==> config.mk <==
export PLATFORM = sky130hd
export DESIGN_NAME = mem_req_sched
export DESIGN_NICKNAME = d
export VERILOG_FILES = /design/src/rtl/mem_req_sched_pkg.sv /design/src/rtl/mem_arb_pick.sv /design/src/rtl/mem_req_sched.sv
export SDC_FILE = /design/constraint.sdc
export NUM_CORES = 1
export LEC_CHECK = 0
export BUFFER_PORTS_ARGS = -buffer_cell sky130_fd_sc_hd__buf_2
export CAP_MARGIN = 15
export CELL_PAD_IN_SITES_DETAIL_PLACEMENT = 1
export CELL_PAD_IN_SITES_GLOBAL_PLACEMENT = 1
export CORE_UTILIZATION = 33
export CTS_BUF_LIST = sky130_fd_sc_hd__clkbuf_4
export CTS_CLUSTER_DIAMETER = 150
export DETAILED_ROUTE_END_ITERATION = 6
export GPL_TIMING_DRIVEN = 0
export PLACE_DENSITY_LB_ADDON = 0.1
export REMOVE_ABC_BUFFERS = 1
export SLEW_MARGIN = 15
export SYNTH_ARGS = -nofsm -noshare
export SYNTH_HDL_FRONTEND = slang
export SYNTH_SLANG_ARGS = --single-unit
==> constraint.sdc <==
create_clock -name clk -period 2.3 [get_ports clk]
set_input_delay 0.115 -clock clk [delete_from_list [all_inputs] [get_ports clk]]
set_output_delay 0.115 -clock clk [all_outputs]
set_load 0.005 [all_outputs]
==> src/rtl/mem_req_sched_pkg.sv <==
// mem_req_sched_pkg: shared encodings for the memory request scheduler.
// Revision 1.0
`default_nettype none

package mem_req_sched_pkg;

  typedef enum logic [1:0] {
    ST_IDLE  = 2'd0,
    ST_ISSUE = 2'd1,
    ST_WAIT  = 2'd2,
    ST_DROP  = 2'd3
  } state_t;

  typedef enum logic {
    SRC_IF = 1'b0,
    SRC_LS = 1'b1
  } src_t;

  localparam logic [2:0]  LEN_1       = 3'd1;
  localparam logic [2:0]  LEN_2       = 3'd2;
  localparam logic [2:0]  LEN_4       = 3'd4;
  localparam logic [31:0] DEF_IO_BASE = 32'h0003_0000;

  // Any byte count other than 1 or 2 is issued as a full word.
  function automatic logic [2:0] norm_len(input logic [2:0] len);
    case (len)
      LEN_1:   return LEN_1;
      LEN_2:   return LEN_2;
      default: return LEN_4;
    endcase
  endfunction

endpackage

`default_nettype wire

==> src/rtl/mem_arb_pick.sv <==
// mem_arb_pick: combinational winner selection between fetch and load/store.
// Revision 1.0
`default_nettype none

module mem_arb_pick
  import mem_req_sched_pkg::*;
#(
  parameter int                ADDR_W     = 32,
  parameter int                CNT_W      = 3,
  parameter int                STARVE_MAX = 4,
  parameter logic [ADDR_W-1:0] IO_BASE    = ADDR_W'(DEF_IO_BASE)
) (
  input  logic              if_req,
  input  logic              ls_req,
  input  logic              ls_we,
  input  logic [ADDR_W-1:0] ls_addr,
  input  logic              io_buffer_full,
  input  logic [CNT_W-1:0]  starve_cnt,
  output logic              pick_if,
  output logic              pick_ls
);

  logic ls_io_blocked;
  logic if_starved;

  always_comb begin
    ls_io_blocked = ls_we && (ls_addr >= IO_BASE) && io_buffer_full;
    if_starved    = if_req && (starve_cnt == CNT_W'(STARVE_MAX));
    pick_ls       = ls_req && !ls_io_blocked && !if_starved;
    pick_if       = if_req && !pick_ls;
  end

endmodule

`default_nettype wire

==> src/rtl/mem_req_sched.sv <==
// mem_req_sched: arbitrates fetch and load/store onto the byte-serial memory controller.
// Revision 1.0
`default_nettype none

module mem_req_sched
  import mem_req_sched_pkg::*;
#(
  parameter int                ADDR_W     = 32,
  parameter int                DATA_W     = 32,
  parameter int                STARVE_MAX = 4,
  parameter logic [ADDR_W-1:0] IO_BASE    = ADDR_W'(DEF_IO_BASE)
) (
  input  logic              clk,
  input  logic              rst,
  input  logic              rdy,
  input  logic              clr,
  input  logic              io_buffer_full,
  input  logic              if_req,
  input  logic [ADDR_W-1:0] if_addr,
  output logic              if_grant,
  output logic              if_done,
  output logic [DATA_W-1:0] if_inst,
  input  logic              ls_req,
  input  logic              ls_we,
  input  logic [2:0]        ls_len,
  input  logic [ADDR_W-1:0] ls_addr,
  input  logic [DATA_W-1:0] ls_wdata,
  output logic              ls_grant,
  output logic              ls_done,
  output logic [DATA_W-1:0] ls_rdata,
  output logic              m_valid,
  output logic              m_we,
  output logic [2:0]        m_len,
  output logic [ADDR_W-1:0] m_addr,
  output logic [DATA_W-1:0] m_wdata,
  input  logic              m_ready,
  input  logic              m_done,
  input  logic [DATA_W-1:0] m_rdata
);

  localparam int CNT_W  = $clog2(STARVE_MAX + 1);
  localparam int NBYTES = DATA_W / 8;

  state_t            state, state_nx;
  src_t              src, src_nx;
  logic              drop_pend, drop_pend_nx;
  logic [CNT_W-1:0]  starve_cnt, starve_cnt_nx;
  logic              m_valid_nx, m_we_nx;
  logic [2:0]        m_len_nx;
  logic [ADDR_W-1:0] m_addr_nx;
  logic [DATA_W-1:0] m_wdata_nx;
  logic              if_done_nx, ls_done_nx;
  logic [DATA_W-1:0] if_inst_nx, ls_rdata_nx;
  logic              pick_if, pick_ls;
  logic              arb_en, is_store, cancel;
  logic [DATA_W-1:0] load_data;

  mem_arb_pick #(
    .ADDR_W     (ADDR_W),
    .CNT_W      (CNT_W),
    .STARVE_MAX (STARVE_MAX),
    .IO_BASE    (IO_BASE)
  ) u_pick (
    .if_req         (if_req),
    .ls_req         (ls_req),
    .ls_we          (ls_we),
    .ls_addr        (ls_addr),
    .io_buffer_full (io_buffer_full),
    .starve_cnt     (starve_cnt),
    .pick_if        (pick_if),
    .pick_ls        (pick_ls)
  );

  // No arbitration while a done pulse is still being presented.
  assign arb_en   = rdy && !rst && !clr && (state == ST_IDLE) && !if_done && !ls_done;
  assign if_grant = arb_en && pick_if;
  assign ls_grant = arb_en && pick_ls;
  assign is_store = (src == SRC_LS) && m_we;
  assign cancel   = clr && !is_store;

  always_comb begin
    load_data = '0;
    for (int b = 0; b < NBYTES; b++) begin
      if (b < int'(m_len)) load_data[b*8 +: 8] = m_rdata[b*8 +: 8];
    end
  end

  always_comb begin
    state_nx      = state;
    src_nx        = src;
    drop_pend_nx  = drop_pend;
    starve_cnt_nx = starve_cnt;
    m_valid_nx    = m_valid;
    m_we_nx       = m_we;
    m_len_nx      = m_len;
    m_addr_nx     = m_addr;
    m_wdata_nx    = m_wdata;
    if_done_nx    = 1'b0;
    ls_done_nx    = 1'b0;
    if_inst_nx    = if_inst;
    ls_rdata_nx   = ls_rdata;

    if (!if_req || if_grant)
      starve_cnt_nx = '0;
    else if (ls_grant && (starve_cnt != CNT_W'(STARVE_MAX)))
      starve_cnt_nx = starve_cnt + CNT_W'(1);

    case (state)
      ST_IDLE: begin
        drop_pend_nx = 1'b0;
        if (if_grant) begin
          src_nx     = SRC_IF;
          m_valid_nx = 1'b1;
          m_we_nx    = 1'b0;
          m_len_nx   = LEN_4;
          m_addr_nx  = if_addr;
          m_wdata_nx = '0;
          state_nx   = ST_ISSUE;
        end else if (ls_grant) begin
          src_nx     = SRC_LS;
          m_valid_nx = 1'b1;
          m_we_nx    = ls_we;
          m_len_nx   = norm_len(ls_len);
          m_addr_nx  = ls_addr;
          m_wdata_nx = ls_wdata;
          state_nx   = ST_ISSUE;
        end
      end
      ST_ISSUE: begin
        // A flush mid-handshake still completes the handshake, then discards.
        if (m_ready) begin
          m_valid_nx   = 1'b0;
          drop_pend_nx = 1'b0;
          state_nx     = (cancel || drop_pend) ? ST_DROP : ST_WAIT;
        end else if (cancel) begin
          drop_pend_nx = 1'b1;
        end
      end
      ST_WAIT: begin
        if (m_done) begin
          state_nx = ST_IDLE;
          if (!cancel) begin
            if (src == SRC_IF) begin
              if_done_nx = 1'b1;
              if_inst_nx = m_rdata;
            end else begin
              ls_done_nx  = 1'b1;
              ls_rdata_nx = m_we ? '0 : load_data;
            end
          end
        end else if (cancel) begin
          state_nx = ST_DROP;
        end
      end
      ST_DROP: begin
        if (m_done) state_nx = ST_IDLE;
      end
      default: state_nx = ST_IDLE;
    endcase
  end

  always_ff @(posedge clk) begin
    if (rst) begin
      state      <= ST_IDLE;
      src        <= SRC_IF;
      drop_pend  <= 1'b0;
      starve_cnt <= '0;
      m_valid    <= 1'b0;
      m_we       <= 1'b0;
      m_len      <= '0;
      m_addr     <= '0;
      m_wdata    <= '0;
      if_done    <= 1'b0;
      ls_done    <= 1'b0;
      if_inst    <= '0;
      ls_rdata   <= '0;
    end else if (rdy) begin
      state      <= state_nx;
      src        <= src_nx;
      drop_pend  <= drop_pend_nx;
      starve_cnt <= starve_cnt_nx;
      m_valid    <= m_valid_nx;
      m_we       <= m_we_nx;
      m_len      <= m_len_nx;
      m_addr     <= m_addr_nx;
      m_wdata    <= m_wdata_nx;
      if_done    <= if_done_nx;
      ls_done    <= ls_done_nx;
      if_inst    <= if_inst_nx;
      ls_rdata   <= ls_rdata_nx;
    end
  end

endmodule

`default_nettype wire

==> flow_summary.ini, run 1 <==
[power]
max-vdd-ir-drop_mv = 0.283
p_sw_uw = 1230
p_clk_frac = 0.311
power_density_nw_per_um2 = 517
p_int_uw = 3410
pwr-share-seq = 0.546
pwr-share-comb = 0.143
p_sw_frac = 0.265
leakage_uw = 0.00408
power_uw = 4640

[routing]
route.antenna.remaining_nets = 0
dr_total_vias = 6240
vias_per_cell = 5.02
post_drt_wl_per_cell_um = 18.5
wl_um = 23000
drt_pass1_iterations = 5
drtIter0Drc = 210
drc = 0

[timing]
min_period_over_period = 0.980
finalHoldWorstSlack_ns = 0.0309
hold_viol_final = 0
worst_slew_pin_slew_ns = 0.848
slew_viol_final = 0
min_period_ns = 2.25
max_freq_mhz = 444
clock_skew_ns = 0.0207
relSlewSlack = 0.433
setup_viol = 0

[job]
cap_violations = 0

[clocking]
clkSlewWorstSetupHoldPaths_ns = 0.12
root_buffer = clkbuf_4
htree_levels = 4
cts_buffers = 17
insertion_delay_ns = 0.55
clock-sinks = 142
cts_buffer_depth = 2
cts_tree = built

[logic_synthesis]
ys_types = 43
synth_async_sr_flop_share = 0
synth_xor_area_frac = 0
netlist_instances = 596
synth-seq-cells = 142
synth-main-ff-cell = dfxtp_1
synthAdderAreaFrac = 0.00458
synth_edf_count = 0
synth-simple-area-share = 0.180
ys_warn_count = 0
synth_mux_area_frac = 0.0586
synth_top_family_by_area = compound AO/OA/AOI/OAI gates
netlist_area_um2 = 5470
synth_compound_area_frac = 0.190
yosysSeqAreaShare = 0.520
synth_area_per_cell_um2 = 9.17

[run_status]
status = complete, no violations

[floorplan]
boundaryPins = 278
die_w_um = 131
rows = 46
die_h_um = 131
dieArea_um2 = 17100
initial_utilization = 0.342
coreArea_um2 = 16000

[placed_design]
gp_congestion = 0.748
portBuffers = 277
hpwlAfterDp_um = 13200

[global_route]
globalRoute.totalOverflow = 0
grt_max_degree = 67
grt_pass1_vias = 6640
antenna_found_initial = 6
grt_pass1_wl_um = 33600
grtUsageTotal = 0.259

[finish]
n_fill_cell = 1896
final_net_count = 1153
area_delta_synth_final_pct = 64.2
drive_above_1_share = 0.352

[setup_path]
crit_path_start_kind = flip-flop
crit_chain = or4b_4, nor4_4, o311a_2, nor2_1, a211oi_2
cp_slowest_cell = or4b_4
cp.arrival_ns = 2.72
required_ns = 2.77
max_stage_delay_ns = 0.58
end_kind = flip-flop
critical_path_class = flip-flop to flip-flop
r2r_slack_ns = 0.05
critical_path_peak_fanout = 18

[min_path]
hold_class = input port to flip-flop
[placed cells by master (no fill, tap or decap), types with 3 or more instances in the layout]
| master | netlist | final |
|---|---|---|
| a211oi_1 | 36 | 27 |
| a211oi_2 | 0 | 9 |
| a21oi_1 | 73 | 73 |
| a22o_1 | 35 | 35 |
| buf_2 | 11 | 276 |
| buf_4 | 1 | 11 |
| buf_6 | 7 | 6 |
| clkbuf_4 | 0 | 19 |
| clkinv_1 | 0 | 4 |
| clkinv_4 | 0 | 3 |
| clkinvlp_4 | 0 | 3 |
| dfxtp_1 | 142 | 140 |
| diode_2 | 0 | 6 |
| dlygate4sd3_1 | 0 | 140 |
| inv_1 | 3 | 3 |
| mux2i_1 | 32 | 28 |
| mux2i_2 | 0 | 4 |
| nand2_1 | 105 | 105 |
| nand2b_1 | 3 | 3 |
| nand3_1 | 34 | 33 |
| nor2_1 | 43 | 42 |
| nor2b_1 | 6 | 5 |
| nor4_1 | 5 | 5 |
[synth_stat cells (3+ instances only)]
| cell type | number | area share |
|---|---|---|
| a211oi_1 | 36 | 0.049 |
| a21oi_1 | 73 | 0.067 |
| a22o_1 | 35 | 0.056 |
| buf_1 | 3 | 0.0021 |
| buf_2 | 11 | 0.010 |
| buf_6 | 7 | 0.014 |
| clkbuf_1 | 24 | 0.016 |
| dfxtp_1 | 142 | 0.52 |
| inv_1 | 3 | 0.0021 |
| mux2i_1 | 32 | 0.059 |
| nand2_1 | 105 | 0.072 |
| nand2b_1 | 3 | 0.0034 |
| nand3_1 | 34 | 0.031 |
| nor2_1 | 43 | 0.030 |
| nor2b_1 | 6 | 0.0069 |
| nor3_1 | 3 | 0.0027 |
| nor4_1 | 5 | 0.0057 |
[registers in the layout, indices dropped and copies added, names as in the netlist]
register    flops
if_inst        32
ls_rdata       32
m_addr         32
m_wdata        32
m_len           3
starve_cnt      3
state           2
drop_pend       1
if_done         1
ls_done         1
m_valid         1
m_we            1
src             1
[critical path, delay by kind of cell, from the launching register on]
family           cells  cell delay [ns]
AO/OA/AOI/OAI        2             0.80
flip-flops           1             0.39
AND/OR/NAND/NOR      3             0.98
[repair_timing]
| item | in CTS | in global routing |
|---|---|---|
| setup buffers | 7 | 6 |
| setup endpoints to repair | 71 | 34 |
| pin swaps | 4 | 4 |
| endpoints found under the hold margin | 140 | 0 |
| hold buffers | 140 | 0 |
| resized for setup | 9 | 19 |
| gates cloned | 3 | 2 |
[area by class of cell]
cell class | count | area [um^2] | share of cell area
antenna | 6 | 15.0 | 0.00167
clock buffer | 19 | 143 | 0.0159
clock inverter | 12 | 98.8 | 0.0110
inverter | 3 | 11.3 | 0.00126
multi-input combinational | 408 | 2530 | 0.282
sequential | 142 | 2850 | 0.318
tap | 216 | 270 | 0.0301
timing repair buffer | 438 | 3050 | 0.340
[final timing paths]
path	from	to	cells past startpoint
setup reg to reg	state[0]	m_addr[14]	5
hold / removal	clr	if_inst[23]	4
setup / recovery	state[0]	m_addr[14]	5
hold reg to reg	if_inst[26]	if_inst[26]	2
[power groups by stage]
stage                     sequential, uW  combinational (uW)  clock (uW)
after floorplan                     2590                 135           0
after global placement              2580                 383           0
after detailed placement            2590                 408           0
after CTS                           2530                 619        1480
after global routing                2540                 711        1600
final                               2530                 663        1440
[layer usage]
metal / global-route usage / vias to the layer above / share of wire
li1: - / 2957 / -
met2: 0.477 / 213 / 0.52
met4: 0.128 / 0 / 0.033
met5: 0 / - / 0
met3: 0.0623 / 53 / 0.052
met1: 0.277 / 3017 / 0.39
[cell families after synthesis]
family,after synthesis
adders and majority gates,2
and+or+nand+nor,217
DFF,142
buffers and inverters,49
muxes,32
AOI/OAI and AO/OA,154
[through the flow]
| stage | setup slack (ns) | util | area, um^2 | cells | TNS [ns] |
|---|---|---|---|---|---|
| 4_1_cts | 0.00553 | 0.551 | 8820 | 1230 | 0 |
| 3_3_place_gp | -1.80 | 0.430 | 6880 | 1043 | -150.41 |
| 3_5_place_dp | -0.699 | 0.439 | 7020 | 1049 | -32.34 |
| 6_report | 0.0466 | 0.561 | 8970 | 1244 | 0 |
| 5_1_grt | -0.0403 | 0.561 | 8970 | 1244 | -0.0903 |
| 2_1_floorplan | -0.371 | - | 5220 | 550 | -18.12 |
Power figures use the tool's default switching activity.
==> run 2, diff against run 1 <==
RECOVER_POWER = 100   (was unset)
==> run 2 against run 1 <==
Against the previous run:
- the run now ends with setup timing left
- sequential power is essentially flat
- clock power about the same
- critical path depth up 4
- cell area is 2.0% lower
- critical path type is now input port to flip-flop
- critical endpoint is now m_addr[28]
- largest cell class unchanged
==> flow_summary.ini, run 2 (synthesis gave the netlist of run 1 again) <==
[timing]
max_freq_mhz = 431
min_period_ns = 2.32
setup_ws_ns = -0.0222
final.setup.tns_ns = -0.0222
worst_slew_pin_slew_ns = 1.32
hold_viol_final = 0
clock_skew_ns = 0.0174
setup_viol = 1
relSlewSlack = 0.118
slew_viol_final = 0
min_period_over_period = 1.01

[global_route]
antenna_found_initial = 6
grt_max_degree = 67
grt_pass1_vias = 6640
grtUsageTotal = 0.259
grt_pass1_wl_um = 33600
globalRoute.totalOverflow = 0

[placed_design]
dp.cells = 1049
portBuffers = 277
gp_congestion = 0.748
place_area_um2 = 7020
dp_slack_ns = -0.699
hpwlAfterDp_um = 13200

[power]
max-vdd-ir-drop_mv = 0.274
leakage_uw = 0.00360
p_clk_frac = 0.312
pwr-share-seq = 0.548
power_uw = 4630
p_int_uw = 3400
p_sw_uw = 1230
p_sw_frac = 0.266
power_density_nw_per_um2 = 526
pwr-share-comb = 0.140

[min_path]
hold_class = input port to flip-flop

[setup_path]
end_kind = flip-flop
path_delay_family = buffers and inverters
crit_top_cell = buf_4
critical_path_class = input port to flip-flop
cp_slowest_cell = or4b_4
required_ns = 2.73
cp.arrival_ns = 2.75
critPathBufInv = 4
max_stage_delay_ns = 0.55
crit_chain = dlygate4sd3_1, clkbuf_1, or4b_4, nor4_2, buf_4, o211ai_4, buf_4, mux2i_1, a211oi_1
crit_path_start_kind = input port
critical_path_peak_fanout = 9

[clocking]
cts_tree = built
clock-sinks = 142
htree_levels = 4
root_buffer = clkbuf_4
cts_buffer_depth = 2
cts_buffers = 17
clkSlewWorstSetupHoldPaths_ns = 0.12
insertion_delay_ns = 0.54

[finish]
final_area_um2 = 8800
final_common_cell = buf_2
layout_common_cells = buf_2, dfxtp_1, dlygate4sd3_1
stdcell_count = 1244
area_delta_synth_final_pct = 61.0
n_fill_cell = 1946
final_net_count = 1153
drive_above_1_share = 0.240

[routing]
drt_pass1_iterations = 5
dr_total_vias = 6245
post_drt_wl_per_cell_um = 18.5
route.antenna.remaining_nets = 0
vias_per_cell = 5.02
drtIter0Drc = 207
drc = 0
wl_um = 23000

[floorplan]
rows = 46
initial_utilization = 0.342
die_w_um = 131
boundaryPins = 278
dieArea_um2 = 17100
coreArea_um2 = 16000
die_h_um = 131

[run_status]
violations = setup timing
status = finished, violations left

[job]
cap_violations = 0
run 2: changes by cell type in the layout (fill, tap and decap cells not counted):
cell	change
buf_2	-112
clkbuf_1	+112
clkbuf_2	+2
buf_12	-1
buf_4	-1
dfxtp_1	+1
dfxtp_4	-1
mux2i_1	+1
mux2i_2	-1
nor4_2	+1
nor4_4	-1
or3_1	+1
or3_2	-1
run 2: final timing paths:
check / startpoint / to / slack (ns) / depth (start not counted)
setup / recovery: rdy / m_addr[28] / -0.02 / 9
hold / removal: clr / if_inst[23] / 0.04 / 4
hold reg to reg: if_inst[26] / if_inst[26] / 0.46 / 2
setup reg to reg: state[0] / m_addr[28] / 0 / 7
run 2: cell type report:
type | instances | area [um^2] | area share
Antenna cell | 6 | 15.0 | 0.00171
Clock buffer | 19 | 143 | 0.0162
Clock inverter | 12 | 98.8 | 0.0112
Inverter | 3 | 11.3 | 0.00128
Multi-Input combinational cell | 408 | 2520 | 0.286
Sequential cell | 142 | 2850 | 0.324
Tap cell | 216 | 270 | 0.0307
Timing Repair Buffer | 438 | 2900 | 0.329
run 2: what timing repair did:
item,CTS,global route
hold buffers,140,0
endpoints found under the setup margin,71,34
setup buffers,7,6
hold endpoints to repair,140,0
gates cloned,3,2
pin swaps,4,4
resized for setup,9,19
run 2: layer usage:
metal / up-vias / share of wire / global-route usage
li1: 2957 / - / -
met5: - / 0 / 0
met1: 3023 / 0.39 / 0.277
met3: 48 / 0.052 / 0.0623
met4: 0 / 0.030 / 0.128
met2: 217 / 0.52 / 0.477
run 2: power by group through the flow:
stage | sequential [uW] | clock [uW] | combinational [uW]
final | 2530 | 1440 | 650
after global placement | 2580 | 0 | 383
after floorplan | 2590 | 0 | 135
after detailed placement | 2590 | 0 | 408
after global routing | 2540 | 1600 | 698
after CTS | 2530 | 1480 | 619
run 2: per-stage QoR:
| stage | hold slack (ns) | util |
|---|---|---|
| 4_1_cts | 0.00166 | 0.551 |
| 5_1_grt | 0.0185 | 0.550 |
| 3_5_place_dp | 0.336 | 0.439 |
| 6_report | 0.0448 | 0.550 |
| 2_1_floorplan | 0.184 | - |
| 3_3_place_gp | 0.330 | 0.430 |
run 2: worst reg2reg max path: stages (launching register included):
cell and delay (ns):
dfxtp_4 0.39, or4b_4 0.58, nor4_2 0.18, buf_4 0.20
o211ai_4 0.14, buf_4 0.24, mux2i_1 0.12, a211oi_1 0.35
